### src/rtl/gpio_pkg.sv
// Shared GPIO constants and the per-bit debounce state view.
// Also used by the CoreMips integration.
package gpio_pkg;

  localparam int GPIO_WIDTH       = 8;
  localparam int DEBOUNCE_DEFAULT = 4;

  typedef enum logic {
    DB_STABLE  = 1'b0,
    DB_PENDING = 1'b1
  } db_state_e;

  function automatic int cnt_width(input int cycles);
    return $clog2(cycles) + 1;
  endfunction

endpackage

### src/rtl/debounce_bit.sv
// One GPIO bit: 2-flop synchronizer, persistence counter, stable level, and
// one-cycle edge pulses.
module debounce_bit
  import gpio_pkg::*;
#(
  parameter int DEBOUNCE_CYCLES = DEBOUNCE_DEFAULT
) (
  input  logic clk,
  input  logic rst,
  input  logic en,
  input  logic pin_i,
  output logic level_o,
  output logic rise_o,
  output logic fall_o
);

  localparam int             CW       = cnt_width(DEBOUNCE_CYCLES);
  localparam logic [CW-1:0]  CNT_LAST = CW'(DEBOUNCE_CYCLES - 1);

  logic          sync1_q, sync1_d;
  logic          sync2_q, sync2_d;
  logic          stable_q, stable_d;
  logic          upd_q, upd_d;
  logic [CW-1:0] cnt_q, cnt_d;
  db_state_e     state;

  always_comb begin
    sync1_d  = pin_i;
    sync2_d  = sync1_q;
    cnt_d    = cnt_q;
    stable_d = stable_q;
    upd_d    = 1'b0;
    state    = (cnt_q == '0) ? DB_STABLE : DB_PENDING;

    // Disabled: counter and stable level freeze where they are.
    if (en) begin
      case (state)
        DB_STABLE: begin
          if (sync2_q != stable_q) cnt_d = CW'(1);
        end
        DB_PENDING: begin
          if (sync2_q == stable_q) begin
            cnt_d = '0;
          end else if (cnt_q == CNT_LAST) begin
            stable_d = sync2_q;
            cnt_d    = '0;
            upd_d    = 1'b1;
          end else begin
            cnt_d = cnt_q + 1'b1;
          end
        end
        default: cnt_d = '0;
      endcase
    end
  end

  always_ff @(posedge clk) begin
    if (rst) begin
      sync1_q  <= 1'b0;
      sync2_q  <= 1'b0;
      stable_q <= 1'b0;
      upd_q    <= 1'b0;
      cnt_q    <= '0;
    end else begin
      sync1_q  <= sync1_d;
      sync2_q  <= sync2_d;
      stable_q <= stable_d;
      upd_q    <= upd_d;
      cnt_q    <= cnt_d;
    end
  end

  // Pulses line up with the cycle the new level first shows on level_o.
  assign level_o = stable_q;
  assign rise_o  = en & upd_q & stable_q;
  assign fall_o  = en & upd_q & ~stable_q;

endmodule

### src/rtl/gpio_in_debounce.sv
// GPIO input conditioning: WIDTH independent debounced bits plus a combined
// change flag.
module gpio_in_debounce
  import gpio_pkg::*;
#(
  parameter int WIDTH           = GPIO_WIDTH,
  parameter int DEBOUNCE_CYCLES = DEBOUNCE_DEFAULT
) (
  input  logic             clk,
  input  logic             rst,
  input  logic             en,
  input  logic [WIDTH-1:0] pins_i,
  output logic [WIDTH-1:0] gpio_o,
  output logic [WIDTH-1:0] rise_o,
  output logic [WIDTH-1:0] fall_o,
  output logic             changed_o
);

  generate
    for (genvar gi = 0; gi < WIDTH; gi++) begin : g_bit
      debounce_bit #(
        .DEBOUNCE_CYCLES(DEBOUNCE_CYCLES)
      ) u_bit (
        .clk    (clk),
        .rst    (rst),
        .en     (en),
        .pin_i  (pins_i[gi]),
        .level_o(gpio_o[gi]),
        .rise_o (rise_o[gi]),
        .fall_o (fall_o[gi])
      );
    end
  endgenerate

  assign changed_o = |(rise_o | fall_o);

endmodule

### config.mk
export PLATFORM = sky130hd
export DESIGN_NAME = gpio_in_debounce
export DESIGN_NICKNAME = d
export VERILOG_FILES = /design/src/rtl/gpio_pkg.sv /design/src/rtl/debounce_bit.sv /design/src/rtl/gpio_in_debounce.sv
export SDC_FILE = /design/constraint.sdc
export NUM_CORES = 1
export LEC_CHECK = 0
export CORE_ASPECT_RATIO = 1.2
export CORE_UTILIZATION = 55
export CTS_BUF_LIST = sky130_fd_sc_hd__clkbuf_4
export DETAILED_ROUTE_END_ITERATION = 10
export PLACE_DENSITY = 0.79
export SYNTH_ARGS = -nofsm -noshare
export SYNTH_HDL_FRONTEND = slang
export SYNTH_SLANG_ARGS = --single-unit
### constraint.sdc
create_clock -name clk -period 1.62 [get_ports clk]
set_input_delay 0.486 -clock clk [delete_from_list [all_inputs] [get_ports clk]]
set_output_delay 0.486 -clock clk [all_outputs]
set_load 0.1 [all_outputs]
**After elaboration in Yosys (flattened, before gate mapping)**

Index checks and enable logic that the tools add are counted.

- Register bits after elaboration: 56
- Output and inout bits: 25
- Input port bits: 11
- Logic and storage cells: 211

- Multiplexer cells: 48
- Bitwise gates (word level): 50
- $add $sub $neg: 8
- Reduce and logical (&&, ||, !) cells: 33
- Equal/unequal tests: 32

Operators by type and width:

| operator | number |
|---|---|
| 2-to-1 mux 3 bit | 24 |
| one-hot mux 3 bit (2 select lines) | 8 |
| AND reduction 4 bit | 8 |
| OR reduction 4 bit | 8 |
| NOT 1 bit | 25 |
| adder 3 x 1 -> 3 bit (second input constant) | 8 |
| AND 1 bit | 24 |
| equality test 3 x 2 -> 1 bit (second input constant) | 8 |
| zero test 3 bit | 8 |
| 2-to-1 mux 1 bit | 16 |
| != test 2 bit (second input constant) | 8 |
| AND reduction 2 bit | 8 |
| equality test 1 bit | 8 |
| != test 1 bit | 8 |
| OR 8 bit | 1 |
| OR reduction 8 bit | 1 |

**Longest topological paths before layout**

- Depth in word-level cells: 4
- Depth in mapped cells: 5
- Depth with buffers taken out: 5

**By module**

From an unflattened synthesis, not the netlist that was laid out.

- Cell total of the unflattened synthesis: 289
- Area total of the unflattened synthesis: 2713.9 sq um

Modules (own cells, without submodules):

| module | sequential area each (sq um) | cells each | area each (sq um) | times used |
|---|---|---|---|---|
| debounce_bit (g_bit[0].u_bit ...) | 140.1 | 34 | 340.3 | 4 |
| debounce_bit (g_bit[4].u_bit ...) | 140.1 | 37 | 330.3 | 4 |
| gpio_in_debounce | 0.0 | 5 | 31.3 | 1 |

**Worst setup path before layout**

No wires, ideal clock.

- Kind: in2out
- Start: input port en
- End: output port changed_o
- Stages: 3
- Path buffers: 1
- Arrival: 2.220 ns
- Path slack: -1.086 ns
- Required time: 1.134 ns
- Cells stage by stage: inv_1 > clkbuf_1 > a21oi_1

- Longest elaborated chain between the ends: 4
- Elaborated cells on any way between the ends: 26
- Those cells by class: bitwise (25); reduce/logical (1)

RTL lines:

| element | line | source |
|---|---|---|
| from (decl) | gpio_in_debounce.sv:11 | `input logic en,` |
| AND 1 bit | debounce_bit.sv:75, debounce_bit.sv:76 |  |
| AND 1 bit, on equally long branches | debounce_bit.sv:75, debounce_bit.sv:76 |  |
| OR 8 bit (*) | gpio_in_debounce.sv:35 | `assign changed_o = \|(rise_o \| fall_o);` |
| OR reduction 8 bit (*) | gpio_in_debounce.sv:35 |  |
| to (decl) | gpio_in_debounce.sv:16 | `output logic changed_o` |

Every way passes the cells marked *; elsewhere a longest branch is shown, timed or not.

**Final worst setup path**

- Start: register g_bit[0].u_bit.upd_q
- End: output port changed_o

- Longest elaborated chain between the ends: 4
- Elaborated cells on any way between the ends: 5
- Those cells by class: bitwise (4); reduce/logical (1)

RTL lines:

| element | line | source |
|---|---|---|
| from (decl) | debounce_bit.sv:23 | `logic upd_q, upd_d;` |
| from (signal assigned) | debounce_bit.sv:68 | `upd_q <= upd_d;` |
| AND 1 bit (*) | debounce_bit.sv:75, debounce_bit.sv:76 |  |
| AND 1 bit, on equally long branches | debounce_bit.sv:75, debounce_bit.sv:76 |  |
| OR 8 bit (*) | gpio_in_debounce.sv:35 |  |
| OR reduction 8 bit (*) | gpio_in_debounce.sv:35 |  |

Marks and branches as above.

==> results.txt <==
status = finished with violations
failing checks = negative setup slack
Synthesis Warnings = 0
CP Launch Point = g_bit[0].u_bit.upd_q$_SDFF_PP0_
CTS tree = done
kind of end point of the critical path = output port
critical path cell sequence = nor4_4 -> buf_4 -> a21oi_4 -> buf_12
hpwl dp = 4143 µm
routed via count = 2,377
ant diodes = 0
Distinct cells, synth = 40
Residual DRC = 0
first-pass GRT wire length = 10,260 µm
CP Max Fanout = 3
syn_nets = 337
DR pass1 iterations = 4
FFs w/ async S/R, synth = 0%
EDFF count, synth = 0
Synth Register Bits = 56
Cells after Synth = 310
fin nets = 380
Primary FF master, synth = dfxtp_1
largest family of logic cells by synthesized area = simple AND/OR/NAND/NOR gates
Finished Core Util = 79.06%
Die W = 67.01 µm
share of layout cells above drive strength 1 = 36.16%
Area Overhead vs Synth = 39.03%
Cell Rows = 28
clock latency on the worst-skew pair = 0.38 ns
final worst setup slack = -0.2904 ns
Hold Crit Class = reg -> reg
clock skew = 0.01656 ns
top cells by count, synth = dfxtp_1 (56), inv_1 (26), buf_4 (25)
Initial Util = 56.86%
PortBufs = 35
initial antenna violation count = 0
area leader, netlist = dfxtp_1
final worst-path cycle share = 117.9%
vias in the first global route = 2,266
crit path max-delay cell type = dfxtp_2
PwrDens = 575.8 nW/µm²
Leakage = 1.562 nW
clk sinks = 56
most common cell in the netlist = dfxtp_1
final wirelength = 6617 µm
sequential fraction of the synthesis area = 40.20%
share of the synthesized area in the top cell type = 40.20%
Final Hold Viols = 0
Max-slew headroom = 69.37%
Compound-Gate Fraction of Synth Area = 13.14%
crit start category = flop
hold path startpoint = g_bit[7].u_bit.sync1_q$_SDFF_PP0_
GRT Total Usage = 26.01%
Remaining Overflow, GRT = 0
post-DR vias/cell = 5.742
multiplexer area fraction after synthesis = 0%
RSZ-0062 raised after global routing = true
total CTS buffers = 5
worst flop-to-flop path startpoint = g_bit[0].u_bit.cnt_q[1]$_SDFFE_PP0P_
worst-margin pin slew = 0.4562 ns
area of the die = 5361 µm²
CTS Buffer Depth = 2
fmax = 0.5235 GHz
initial DRC count = 111
CTS Root Cell = clkbuf_4
worst endpoint data arrival time = 1.42 ns
final critical-path required period = 1.910 ns
core area = 4905 µm²
Post-Synth XOR/XNOR Area = 3.769%
htree depth = 2
Clk pin slew, worst setup/hold paths = 0.15 ns
worst slack at placement = -0.5250 ns
max_cap viols = 0
# setup viols final = 16
Final GP Congestion = 0.8075
Slew Limit Fails = 0
Required @ worst endpoint = 1.13 ns
IO Pins = 36
area share of and/or/nand/nor cells after synthesis = 23.87%
routed len/inst = 15.98 µm
mean post-synth cell area = 8.997 µm²
CP peak stage delay = 0.37 ns
Synth Cell Area = 2789 µm²
post-synthesis adder-cell area fraction = 7.178%
Die Y = 80.01 µm
worst ir drop on vdd = 490.6 µV
hold buffers post-CTS = 0
largest net degree at the start of global routing = 18
top cells by area, synth = dfxtp_1 (40%), ha_1 (7.2%), buf_4 (6.7%)
Crit Path Category = reg -> out
Antenna Nets Post-Route = 0
==> path summary, 6_finish.rpt <==
kind / slack (ns) / cells past startpoint / end
min: 0.46 / 1 / g_bit[7].u_bit.sync2_q$_SDFF_PP0_
max: -0.29 / 4 / changed_o
max reg2reg: 0.03 / 5 / g_bit[0].u_bit.level_o$_SDFFE_PP0P_
min reg2reg: 0.46 / 1 / g_bit[7].u_bit.sync2_q$_SDFF_PP0_
==> through the flow <==
stage          instance area [µm²]  setup TNS [ns]  hold slack [ns]  power [mW]  std cells
2_1_floorplan                 2927         -0.1312           0.4138       1.558        310
3_3_place_gp                  3458          -16.81           0.4192       1.637        394
3_5_place_dp                  3458          -17.92           0.4327       1.644        394
4_1_cts                       3751         -0.8621           0.4525       2.247        411
5_1_grt                       3877          -1.866           0.4689       2.316        414
6_report                      3877          -1.021           0.4579       2.233        414
==> flip-flops by register name, summed over array words and instances (netlist names) <==
signal / flops
g_bit.u_bit.sync2_q: 8
g_bit.u_bit.upd_q: 8
g_bit.u_bit.cnt_q: 24
g_bit.u_bit.level_o: 8
g_bit.u_bit.sync1_q: 8
==> where the power goes <==
part	internal [mW]	switching, mW	total (mW)
combinational	0.110	0.117	0.228
sequential	1.38	0.0170	1.40
clock	0.183	0.421	0.604
==> worst max-delay path: cells and delay by family, from the launching register on <==
kind	cells	cell delay, ns
AOI/OAI and AO/OA	1	0.06
buffers and inverters	2	0.33
DFF	1	0.37
and+or+nand+nor	1	0.29
==> placed cells by master (no fill, tap or decap), types with 11 or more instances in the layout <==
cell,Yosys,final
inv_1,26,26
dfxtp_1,56,33
buf_12,0,26
buf_4,25,28
nor2b_1,19,19
dfxtp_2,0,11
o21ai_0,16,16
dfxtp_4,0,12
ha_1,16,16
a21oi_1,14,12
==> repair_timing <==
item	CTS	global route
setup endpoints to repair	23	25
buffers inserted	7	3
pin swaps	7	8
gates resized for setup	56	29
cloned	2	0
==> routing by layer <==
layer / up-vias / share of wire, % / global-route usage (%)
met5: - / 0 / 0
met4: 0 / 4.4 / 18.72
met3: 19 / 4.5 / 4.571
met2: 77 / 52 / 44.70
met1: 1138 / 39 / 27.82
li1: 1143 / - / -
==> cells by family after synthesis <==
| logic type | count (synthesis) |
|---|---|
| AOI/OAI and AO/OA | 56 |
| and+or+nand+nor | 108 |
| adders and majority gates | 16 |
| xor gates and xnor gates | 12 |
| buffers and inverters | 62 |
| DFF | 56 |
==> final cells by class <==
cell class                      instances  area (µm²)
Multi-Input combinational cell        192        1508
Fill cell                             301        1027
Inverter                               26       97.59
Tap cell                               60       75.07
Sequential cell                        56        1180
Timing Repair Buffer                   72       960.9
Clock inverter                          2       11.26
Clock buffer                            6       45.04
Note: power is estimated with default switching activity, not from simulation.
